--- config.mk ---
export PLATFORM = sky130hd
export DESIGN_NAME = hex_digit_counter
export DESIGN_NICKNAME = d
export VERILOG_FILES = /design/src/rtl/hex_digit_counter.sv
export SDC_FILE = /design/constraint.sdc
export NUM_CORES = 1
export LEC_CHECK = 0
export BUFFER_PORTS_ARGS = -buffer_cell sky130_fd_sc_hd__buf_2
export CORE_AREA = 2 2 120 122
export DETAILED_ROUTE_END_ITERATION = 7
export DIE_AREA = 0 0 122 124
export GPL_TIMING_DRIVEN = 0
export SYNTH_ARGS = -nofsm -noshare
export SYNTH_HDL_FRONTEND = slang
export SYNTH_HIERARCHICAL = 1
export SYNTH_SLANG_ARGS = --single-unit
--- constraint.sdc ---
create_clock -name clk -period 2.5 [get_ports clk]
set_clock_uncertainty 0.2 [all_clocks]
set_input_delay 0.5 -clock clk [delete_from_list [all_inputs] [get_ports clk]]
set_output_delay 0.5 -clock clk [all_outputs]
set_load 0.01 [all_outputs]
--- src/rtl/hex_digit_counter.sv ---
// Debounced up/down hex digit source for the 7-segment decoder: key stepping,
// switch load and optional prescaled auto-increment, all on synchronized inputs.

module hex_digit_counter_debounce #(
    parameter int DB_CYCLES = 500000
) (
    input  logic clk,
    input  logic rst_n,
    input  logic key_sync,
    output logic key_stable
);
    localparam int CW = $clog2(DB_CYCLES);
    localparam logic [CW-1:0] CNT_MAX = CW'(DB_CYCLES - 1);

    logic [CW-1:0] cnt;

    // A level change is accepted only after DB_CYCLES consecutive differing
    // samples; any return to the stable level restarts qualification.
    always_ff @(posedge clk) begin
        if (!rst_n) begin
            cnt        <= '0;
            key_stable <= 1'b1;
        end else if (key_sync == key_stable) begin
            cnt <= '0;
        end else if (cnt == CNT_MAX) begin
            key_stable <= key_sync;
            cnt        <= '0;
        end else begin
            cnt <= cnt + 1'b1;
        end
    end
endmodule

module hex_digit_counter #(
    parameter int N         = 4,
    parameter int DB_CYCLES = 500000,
    parameter int AUTO_DIV  = 25000000
) (
    input  logic         clk,
    input  logic         rst_n,
    input  logic         key_up_n,
    input  logic         key_dn_n,
    input  logic         sw_load,
    input  logic [N-1:0] sw_val,
    input  logic         auto_en,
    output logic [N-1:0] digit,
    output logic         wrap
);
    localparam int NUM_KEYS = 2;  // lane 0 = up, lane 1 = down
    localparam int PW = $clog2(AUTO_DIV);
    localparam logic [PW-1:0] PRE_MAX = PW'(AUTO_DIV - 1);

    typedef struct packed {
        logic         load;
        logic [N-1:0] val;
        logic         auto_en;
    } sw_t;

    logic [NUM_KEYS-1:0] key_s1, key_s2, key_stb, key_prev, press_q;
    sw_t                 sw_s1, sw_s2;
    logic [PW-1:0]       pre;
    logic                tick;
    logic [N-1:0]        digit_nxt;
    logic                wrap_nxt;

    always_ff @(posedge clk) begin
        if (!rst_n) begin
            key_s1 <= '1;
            key_s2 <= '1;
            sw_s1  <= '0;
            sw_s2  <= '0;
        end else begin
            key_s1        <= {key_dn_n, key_up_n};
            key_s2        <= key_s1;
            sw_s1.load    <= sw_load;
            sw_s1.val     <= sw_val;
            sw_s1.auto_en <= auto_en;
            sw_s2         <= sw_s1;
        end
    end

    for (genvar i = 0; i < NUM_KEYS; i++) begin : g_key
        hex_digit_counter_debounce #(
            .DB_CYCLES(DB_CYCLES)
        ) u_db (
            .clk       (clk),
            .rst_n     (rst_n),
            .key_sync  (key_s2[i]),
            .key_stable(key_stb[i])
        );
    end

    // Falling edge of the debounced level is the press; release is ignored.
    always_ff @(posedge clk) begin
        if (!rst_n) begin
            key_prev <= '1;
            press_q  <= '0;
        end else begin
            key_prev <= key_stb;
            press_q  <= key_prev & ~key_stb;
        end
    end

    assign tick = sw_s2.auto_en && !sw_s2.load && (pre == PRE_MAX);

    always_ff @(posedge clk) begin
        if (!rst_n || !sw_s2.auto_en || sw_s2.load)
            pre <= '0;
        else if (pre == PRE_MAX)
            pre <= '0;
        else
            pre <= pre + 1'b1;
    end

    // Load beats keys beats auto tick; a tick colliding with a key is dropped.
    always_comb begin
        digit_nxt = digit;
        wrap_nxt  = 1'b0;
        if (sw_s2.load) begin
            digit_nxt = sw_s2.val;
        end else if (press_q != '0) begin
            if (press_q == 2'b01) begin
                digit_nxt = digit + 1'b1;
                wrap_nxt  = &digit;
            end else if (press_q == 2'b10) begin
                digit_nxt = digit - 1'b1;
                wrap_nxt  = ~|digit;
            end
        end else if (tick) begin
            digit_nxt = digit + 1'b1;
            wrap_nxt  = &digit;
        end
    end

    always_ff @(posedge clk) begin
        if (!rst_n) begin
            digit <= '0;
            wrap  <= 1'b0;
        end else begin
            digit <= digit_nxt;
            wrap  <= wrap_nxt;
        end
    end
endmodule

==> results of run 1 <==
[through the flow]
step                      std cells  instance area [um^2]
after floorplan                 434                  4075
after global routing            644                  4674
after detailed placement        628                  4370
after CTS                       644                  4674
after global placement          628                  4370
final                           644                  4674
[cells in the final DEF, fill, tap and decap left out, types with 5 or more instances in the layout]
cell type,netlist,routed
nor4_1,13,13
xnor2_1,38,38
nor3_1,20,20
nand2_1,16,16
and4_1,5,5
nor2_1,70,70
ha_1,9,9
nand4_1,7,7
o21ai_0,6,6
dfxtp_1,90,90
clkbuf_16,0,9
buf_2,3,17
nand2b_1,6,6
and2_1,16,16
nand3_1,28,28
and3_1,10,10
xor2_1,18,18
inv_1,18,18
[metal layers]
| metal | vias up | wire, um | global-route usage | part of all wire |
|---|---|---|---|---|
| met5 | - | 0 | 0 | 0 |
| met4 | 0 | 169 | 0.05388 | 0.023 |
| met2 | 33 | 3272 | 0.1725 | 0.45 |
| li1 | 1556 | - | - | - |
| met3 | 10 | 187 | 0.02106 | 0.026 |
| met1 | 1395 | 3581 | 0.1369 | 0.50 |
[worst reg2reg max path, stage by stage, from the launching register on]
cell     delay, ps
dfxtp_1        350
or4_4          540
nor4_4         330
and3_2         240
or3_1           90
buf_2          160
buf_2          250
nor2_1          80
[kinds of logic (layout without fill, tap and decap cells)]
| family | count (synthesis) | after routing | synth area share |
|---|---|---|---|
| xor gates and xnor gates | 56 | 56 | 0.1204 |
| and+or+nand+nor | 226 | 226 | 0.3294 |
| DFF | 90 | 90 | 0.4421 |
| adders and majority gates | 9 | 9 | 0.02763 |
| muxes | 2 | 2 | 0.004913 |
| AOI/OAI and AO/OA | 24 | 24 | 0.04605 |
| buffers and inverters | 27 | 57 | 0.02947 |
[power groups by stage]
stage                     sequential, mW  combinational [mW]  clock, mW
after floorplan                     1.49              0.0294          0
after detailed placement            1.49              0.0482          0
final                               1.46              0.0468       1.35
after global routing                1.46              0.0547       1.45
after global placement              1.49              0.0466          0
after CTS                           1.46              0.0484       1.40
[final cells by class]
| type | instances | area share |
|---|---|---|
| Clock inverter | 6 | 0.01392 |
| Buffer | 9 | 0.01124 |
| Inverter | 18 | 0.01445 |
| Multi-Input combinational cell | 317 | 0.4607 |
| Timing Repair Buffer | 14 | 0.01499 |
| Clock buffer | 10 | 0.05112 |
| Sequential cell | 90 | 0.3854 |
| Tap cell | 180 | 0.04818 |
[synth_stat cells, drive strengths merged, types with 7 or more instances]
| cell | number |
|---|---|
| nor4 | 18 |
| nand3 | 30 |
| nor3 | 20 |
| nand4 | 15 |
| ha | 9 |
| and3 | 13 |
| xor2 | 18 |
| nor2 | 74 |
| nand2 | 16 |
| and4 | 7 |
| o21ai | 9 |
| xnor2 | 38 |
| inv | 18 |
| dfxtp | 90 |
| and2 | 16 |
[registers in the layout, indices dropped and copies added (netlist names)]
register	cells
wrap	1
key_s2	2
sw_s1	6
sw_s2	6
pre	25
press_q	2
key_prev	2
g_key.u_db/cnt	38
g_key.u_db/key_stable	2
digit	4
key_s1	2
[worst paths after layout]
kind,from,endpoint,slack (ps),depth (start not counted)
worst max-delay path,pre[15],pre[13],160,7
worst max register to register,pre[15],pre[13],160,7
worst min-delay path,key_dn_n,key_s1[1],140,2
worst min register to register,key_prev[1],press_q[1],210,2
==> flow_summary.toml, run 1 <==
[status]
status = "finished clean"

[floorplanning]
die_h_um = 124
rows = 43
die_x_um = 122
core_um2 = 13720
dieArea_um2 = 15130
io_pins = 15
initial_core_util = 0.2970

[synthesis]
yosysUniqueCellTypes = 45
synthArstFlopShare = 0
synth_area_leaders = "dfxtp_1 44%, xnor2_1 8.2%, nor2_1 6.4%"
synthesis.area_um2 = 4075
ys.flop_type = "dfxtp_1"
synth_top_area_frac = 0.4421
postSynthAreaPerCell_um2 = 9.390
synth_edf_count = 0
synth_cells = 434
synth_seq_cells = 90
yosysWarnings = 6
postSynthNetCount = 453
seq_area_frac_synth = 0.4421
yosysTopAreaCell = "dfxtp_1"

[cts]
cts_root_buf = "clkbuf_16"
numCtsBuffers = 9
htree_levels = 3
cts_tree = "yes"
cts.sinks = 90
clock_latency_ps = 340
cts_buffer_depth = 2
ctsResizeCount = 0
cts_hold_buffers = 0
postCtsSetupBuffers = 0
cts.clk_slew.worst_paths_ps = 60

[global_routing]
grt_pass1_vias = 2856
grt_usage = 0.1071
grt_overflow = 0
antenna_found_initial = 0
grt_pass1_wl_um = 13080
grt_max_degree = 16

[worst_hold_path]
hold_path_class = "input pin to flop"

[timing]
period_share = 0.9349
slew_headroom = 0.7349
setup_violations = 0
grt_setup_unrepaired = "no"
finalCriticalPeriod_ps = 2337
timing.final.ws_setup_ps = 162.8
fin_tns_setup_ps = 0
hold_slack_ps = 135.5
slew_viol_final = 0
hold_violations = 0
max_freq_mhz = 427.9
worst_slew_pin_slew_ps = 397.6

[drt]
drc_errors = 0
routed_wl_um = 7211
vias_per_cell = 4.649
vias = 2994
avgRoutedWirePerCell_um = 11.20
drtAntennaViolNets = 0
dr.pass1.iters = 4
drtIter0Drc = 124

[layout]
ff_latch_area_um2 = 1802
num_antenna_cells = 0
post-route-util = 0.3407
area_growth_pct = 14.71
nNetsFinal = 478
drive_above_1_share = 0.1444
fill_cells = 1439
multi_input_area_um2 = 2153

[setup_path]
crit_chain = "or4_4 > nor4_4 > and3_2 > or3_1 > buf_2 > buf_2 > nor2_1"
cp.arrival_ps = 2360
critPathMaxStageDelay_ps = 530
crit_top_cell = "buf_2"
crit_path_end_kind = "flop"
crit_type = "flop to flop"
crit_required_ps = 2530
start_kind = "flop"
cpMaxStageDelayCell = "or4_4"
critPathBufInv = 2
path_delay_family = "simple AND/OR/NAND/NOR gates"
crit_fanout = 10

[power]
p_int_mw = 2.273
leakagePower_nw = 1.620
p_per_area_nw_per_um2 = 611.1
pwr-share-comb = 0.016
clockPowerShare = 0.473
pwr-share-seq = 0.510
p_sw_mw = 0.5841
p_total_mw = 2.857
ir_drop_mv = 0.3506
swShare = 0.2045

[placed_design]
io_buffers = 14
dpl_worst_slack_ps = 144.0
hpwl_um = 5099
routabilityCongestion = 0.7775

[job]
drv_cap = 0
Power figures use the tool's default switching activity.
==> run 2: changes to the inputs <==
Settings changed: CELL_PAD_IN_SITES_DETAIL_PLACEMENT set to 0, CELL_PAD_IN_SITES_GLOBAL_PLACEMENT set to 1, PLACE_DENSITY_LB_ADDON set to 0.1.
==> run 2 against run 1 <==
Effect of this change: global-route usage grew 1.1 points; via count shrank 0.50%; critical path type unchanged; sequential share of layout area grew 0.30 points; register-to-register slack is essentially flat; clock power shrank 8%; non-clock buffer count is the same; hold slack gained 4.6 ps; routed wire length grew 14%; clock-buffer cell count grew 1; design area shrank 0.78%.
==> flow_summary.toml, run 2 (same netlist as run 1, synthesis figures left out) <==
[setup_path]
crit_path_end_kind = "flop"
crit_type = "flop to flop"
r2r-end = "pre[3]"
crit_fanout = 10
reg2reg_from = "pre[15]"
regToRegSetupSlack_ps = 160
cp-startpoint = "pre[15]"
crit_required_ps = 2530
r2r_cells = 7
critPathMaxStageDelay_ps = 540
start_kind = "flop"
crit_chain = "or4_4 > nor4_4 > and3_2 > or3_1 > buf_2 > clkbuf_4 > nor2_1"
cp.arrival_ps = 2370
cpMaxStageDelayCell = "or4_4"

[timing]
max_freq_mhz = 427.7
grt_setup_unrepaired = "no"
worst_slew_pin_slew_ps = 416.5
period_share = 0.9352
slew_viol_final = 0
hold_violations = 0
fin_tns_setup_ps = 0
slew_headroom = 0.7224
setup_violations = 0
finalCriticalPeriod_ps = 2338

[worst_hold_path]
min_to = "key_s1[1]"
hold_path_class = "input pin to flop"
min_from = "key_dn_n"
worst_hold_path.num_cells = 2

[floorplanning]
die_h_um = 124
die_x_um = 122
dieArea_um2 = 15130
initial_core_util = 0.2970
io_pins = 15
rows = 43
core_um2 = 13720

[cts]
cts_root_buf = "clkbuf_16"
cts.clk_slew.worst_paths_ps = 60
numCtsBuffers = 9
clock_latency_ps = 340
cts_buffer_depth = 2
cts_tree = "yes"
cts_hold_buffers = 0
postCtsSetupBuffers = 0
htree_levels = 3
cts.sinks = 90
ctsResizeCount = 0

[drt]
drtIter0Drc = 104
routed_wl_um = 8186
drtAntennaViolNets = 0
drc_errors = 0
avgRoutedWirePerCell_um = 12.75
vias = 2979
dr.pass1.iters = 4
vias_per_cell = 4.640

[placed_design]
place_area_um2 = 4370
hpwl_um = 5646
io_buffers = 14
routabilityCongestion = 0.7214
place_inst = 628

[job]
drv_cap = 0

[global_routing]
grt_overflow = 0
grt_pass1_vias = 2869
grt_max_degree = 14
grt_usage = 0.1186
antenna_found_initial = 0
grt_pass1_wl_um = 14040

[power]
p_int_mw = 2.157
clockPowerShare = 0.451
p_per_area_nw_per_um2 = 591.2
pwr-share-comb = 0.018
swShare = 0.2133
p_sw_mw = 0.5848
pwr-share-seq = 0.532
leakagePower_nw = 1.599
ir_drop_mv = 0.3066

[layout]
final_area_um2 = 4638
top_regs = "g_key.u_db/cnt x38, pre x25"
final_cells = 642
nNetsFinal = 478
area_growth_pct = 13.82
layout.cells.most_common = "dfxtp_1"
layout.cells.most_common_list = "90 x dfxtp_1, 70 x nor2_1, 38 x xnor2_1, 28 x nand3_1, 20 x nor3_1"
drive_above_1_share = 0.1407
largest_register_ffs = 38
fill_cells = 1441
regMostFlops = "g_key.u_db/cnt"
num_antenna_cells = 0

[status]
status = "finished clean"
==> run 2: stage by stage <==
| step | hold WS, ps | power (mW) | utilization | setup slack [ps] |
|---|---|---|---|---|
| 2_1_floorplan | 186.3 | 1.518 | - | 379.3 |
| 3_3_place_gp | 194.2 | 1.539 | 0.3186 | 111.0 |
| 3_5_place_dp | 191.6 | 1.540 | 0.3186 | 109.1 |
| 4_1_cts | 129.2 | 2.794 | 0.3375 | 83.97 |
| 5_1_grt | 157.2 | 2.853 | 0.3381 | 30.00 |
| 6_report | 140.0 | 2.742 | 0.3381 | 162.0 |
==> run 2: power by group through the flow <==
stage	clock (mW)	sequential, mW	combinational, mW
finish	1.24	1.46	0.0482
global route	1.34	1.46	0.0558
CTS	1.29	1.46	0.0496
detailed placement	0	1.49	0.0496
global placement	0	1.49	0.0495
floorplan	0	1.49	0.0294
==> run 2: worst max path at each step <==
stage,endpoint,cells past startpoint
after global routing,pre[3],7
after detailed placement,pre[12],7
after CTS,pre[3],8
after floorplan,pre[11],7
final,pre[3],7
after global placement,pre[13],8
==> run 2: critical path: cells and delay by family (launching register included) <==
family | cells | cell delay [ps]
simple gates | 5 | 1260
buf+inv | 2 | 410
flops | 1 | 350
==> run 2: cell type report <==
type	instances	area (um^2)	share of cell area
multi-input cells	317	2156	0.4648
clock buffers	11	242.7	0.05233
plain buffers	9	57.56	0.01241
flip-flops and latches	90	1802	0.3885
repair buffers	14	70.07	0.01511
inverters	18	67.56	0.01457
clock inverters	3	17.52	0.003777
well taps	180	225.2	0.04856
==> run 2: metal layers <==
layer  up-vias  wire length, um  GRT usage
li1       1549                -          -
met1      1395             4264     0.1585
met4         0              136    0.06250
met2        27             3621     0.1830
met3         8              163    0.02060
met5         -                0          0
==> run 3: changes to the inputs <==
Settings changed: ABC_AREA set to 1, CORE_AREA 2 2 120 122 to 2 2 126 128, DIE_AREA 0 0 122 124 to 0 0 128 130.
==> run 3 against run 2 <==
Effect of this change: sequential share of layout area shrank 3.9 points; register-to-register slack gained 470 ps; flip-flop and latch count is the same; non-clock buffer count shrank 3; largest cell class unchanged; largest power group unchanged; highest routed layer unchanged.
==> flow_summary.toml, run 3 <==
[layout]
fill_cells = 1668
drive_above_1_share = 0.1089
num_antenna_cells = 0
nNetsFinal = 703
area_growth_pct = 13.55
largest_register_ffs = 38
layout.cells.most_common_list = "161 x nand2_1, 129 x nor2_1, 90 x dfxtp_1, 87 x inv_1, 42 x nand3_1"
final_cells = 881
post-route-util = 0.3338
regMostFlops = "g_key.u_db/cnt"
top_regs = "g_key.u_db/cnt x38, pre x25"
ff_latch_area_um2 = 1802
layout.cells.most_common = "nand2_1"
final_area_um2 = 5149
multi_input_area_um2 = 2320

[timing]
worst_slew_pin_slew_ps = 621.7
period_share = 0.7461
finalCriticalPeriod_ps = 1865
max_freq_mhz = 536.1
slew_headroom = 0.5855
slew_viol_final = 0
timing.final.ws_setup_ps = 634.7
fin_tns_setup_ps = 0
hold_slack_ps = 138.0
hold_violations = 0
setup_violations = 0
grt_setup_unrepaired = "no"

[drt]
drc_errors = 0
met2_length_um = 4313
dr.pass1.iters = 5
avgRoutedWirePerCell_um = 11.26
top_layer_used = "met4"
met3_wirelength_um = 203
drt-met1-wl_um = 5229
vias_per_cell = 4.352
drtAntennaViolNets = 0
vias = 3834
routed_wl_um = 9924
drtIter0Drc = 165

[global_routing]
antenna_found_initial = 0
grt_usage = 0.1287
grt_pass1_vias = 3479
grt_pass1_wl_um = 17050
grt_max_degree = 17
grt_overflow = 0

[power]
ir_drop_mv = 0.3290
p_total_mw = 2.937
swShare = 0.2262
p_per_area_nw_per_um2 = 570.4
p_int_mw = 2.273
leakagePower_nw = 1.983
pwr-share-seq = 0.497
pwr-share-comb = 0.027
clockPowerShare = 0.475
p_sw_mw = 0.6643

[floorplanning]
core_um2 = 15420
die_h_um = 130
initial_core_util = 0.2940
dieArea_um2 = 16640
io_pins = 15
die_x_um = 128
rows = 46

[synthesis]
synthesis.area_um2 = 4534
synth_seq_cells = 90
synth_area_leaders = "dfxtp_1 40%, nand2_1 13%, nor2_1 11%"
synth_cells = 659
synth_top_area_frac = 0.3974
yosysTopAreaCell = "dfxtp_1"
seq_area_frac_synth = 0.3974
yosysWarnings = 6
synthArstFlopShare = 0
synth_edf_count = 0
postSynthNetCount = 678
yosysUniqueCellTypes = 31
ys.flop_type = "dfxtp_1"
yosysMostFrequentCell = "nand2_1"
postSynthAreaPerCell_um2 = 6.881
ys_top_cells_by_count = "161 x nand2_1, 129 x nor2_1, 90 x dfxtp_1, 87 x inv_1, 42 x nand3_1"

[status]
status = "finished clean"

[cts]
cts_hold_buffers = 0
numCtsBuffers = 9
htree_levels = 3
cts.sinks = 90
ctsResizeCount = 0
postCtsSetupBuffers = 0
cts.clk_slew.worst_paths_ps = 70
cts_buffer_depth = 2
cts_root_buf = "clkbuf_16"
clock_latency_ps = 350
cts_tree = "yes"

[placed_design]
io_buffers = 14
place_inst = 865
place_area_um2 = 4845
routabilityCongestion = 0.7670
dpl_worst_slack_ps = 551.7
hpwl_um = 7662

[setup_path]
regToRegSetupSlack_ps = 630
cp.arrival_ps = 1900
reg2reg_from = "pre[0]"
cp-startpoint = "pre[0]"
crit_required_ps = 2530
crit_fanout = 10
start_kind = "flop"
crit_type = "flop to flop"
r2r_cells = 9
r2r-end = "pre[10]"
crit_path_end_kind = "flop"

[worst_hold_path]
min_to = "sw_s1[1]"
hold_path_class = "input pin to flop"
worst_hold_path.num_cells = 3
min_from = "sw_val[0]"

[job]
drv_cap = 0
[run 3: area by class of cell]
class / count / area share
Multi-Input combinational cell: 470 / 0.4505
Sequential cell: 90 / 0.3499
Inverter: 93 / 0.06926
Tap cell: 192 / 0.04666
Clock buffer: 10 / 0.04447
Clock inverter: 6 / 0.01458
Timing Repair Buffer: 14 / 0.01361
Buffer: 6 / 0.01094
[run 3: worst max path at each step]
| stage | endpoint | slack, ps | cells past startpoint |
|---|---|---|---|
| 2_1_floorplan | pre[16] | 890 | 9 |
| 3_3_place_gp | pre[10] | 590 | 7 |
| 3_5_place_dp | pre[11] | 550 | 7 |
| 4_1_cts | pre[10] | 600 | 9 |
| 5_1_grt | pre[10] | 490 | 9 |
| 6_report | pre[10] | 630 | 9 |
[run 3: cells by family after synthesis]
| logic type | after synthesis | synth area share |
|---|---|---|
| AO/OA/AOI/OAI | 39 | 0.04443 |
| XOR/XNOR | 31 | 0.05988 |
| adder cells (fa/ha/maj) | 9 | 0.02483 |
| buffers and inverters | 99 | 0.09106 |
| flip-flops | 90 | 0.3974 |
| AND/OR/NAND/NOR | 391 | 0.3824 |
[run 3: layer usage]
metal	up-vias	GRT usage
li1	2093	-
met4	0	0.05430
met1	1690	0.1768
met2	40	0.2020
met3	11	0.02009
met5	-	0
[run 3: power groups by stage]
stage	Sequential [mW]	Combinational (mW)	Clock (mW)
6_report	1.46	0.0807	1.40
5_1_grt	1.46	0.0933	1.51
4_1_cts	1.46	0.0829	1.46
3_5_place_dp	1.49	0.0826	0
3_3_place_gp	1.49	0.0820	0
2_1_floorplan	1.49	0.0549	0
[run 3: worst max-delay path: stages, from the launching register on]
cell     delay [ps]
dfxtp_1         370
ha_1            260
nand3_2         150
inv_2           130
nand2_4          80
nor2_4          100
nand2_2          90
nand2_4         140
buf_6           160
a21oi_1          50
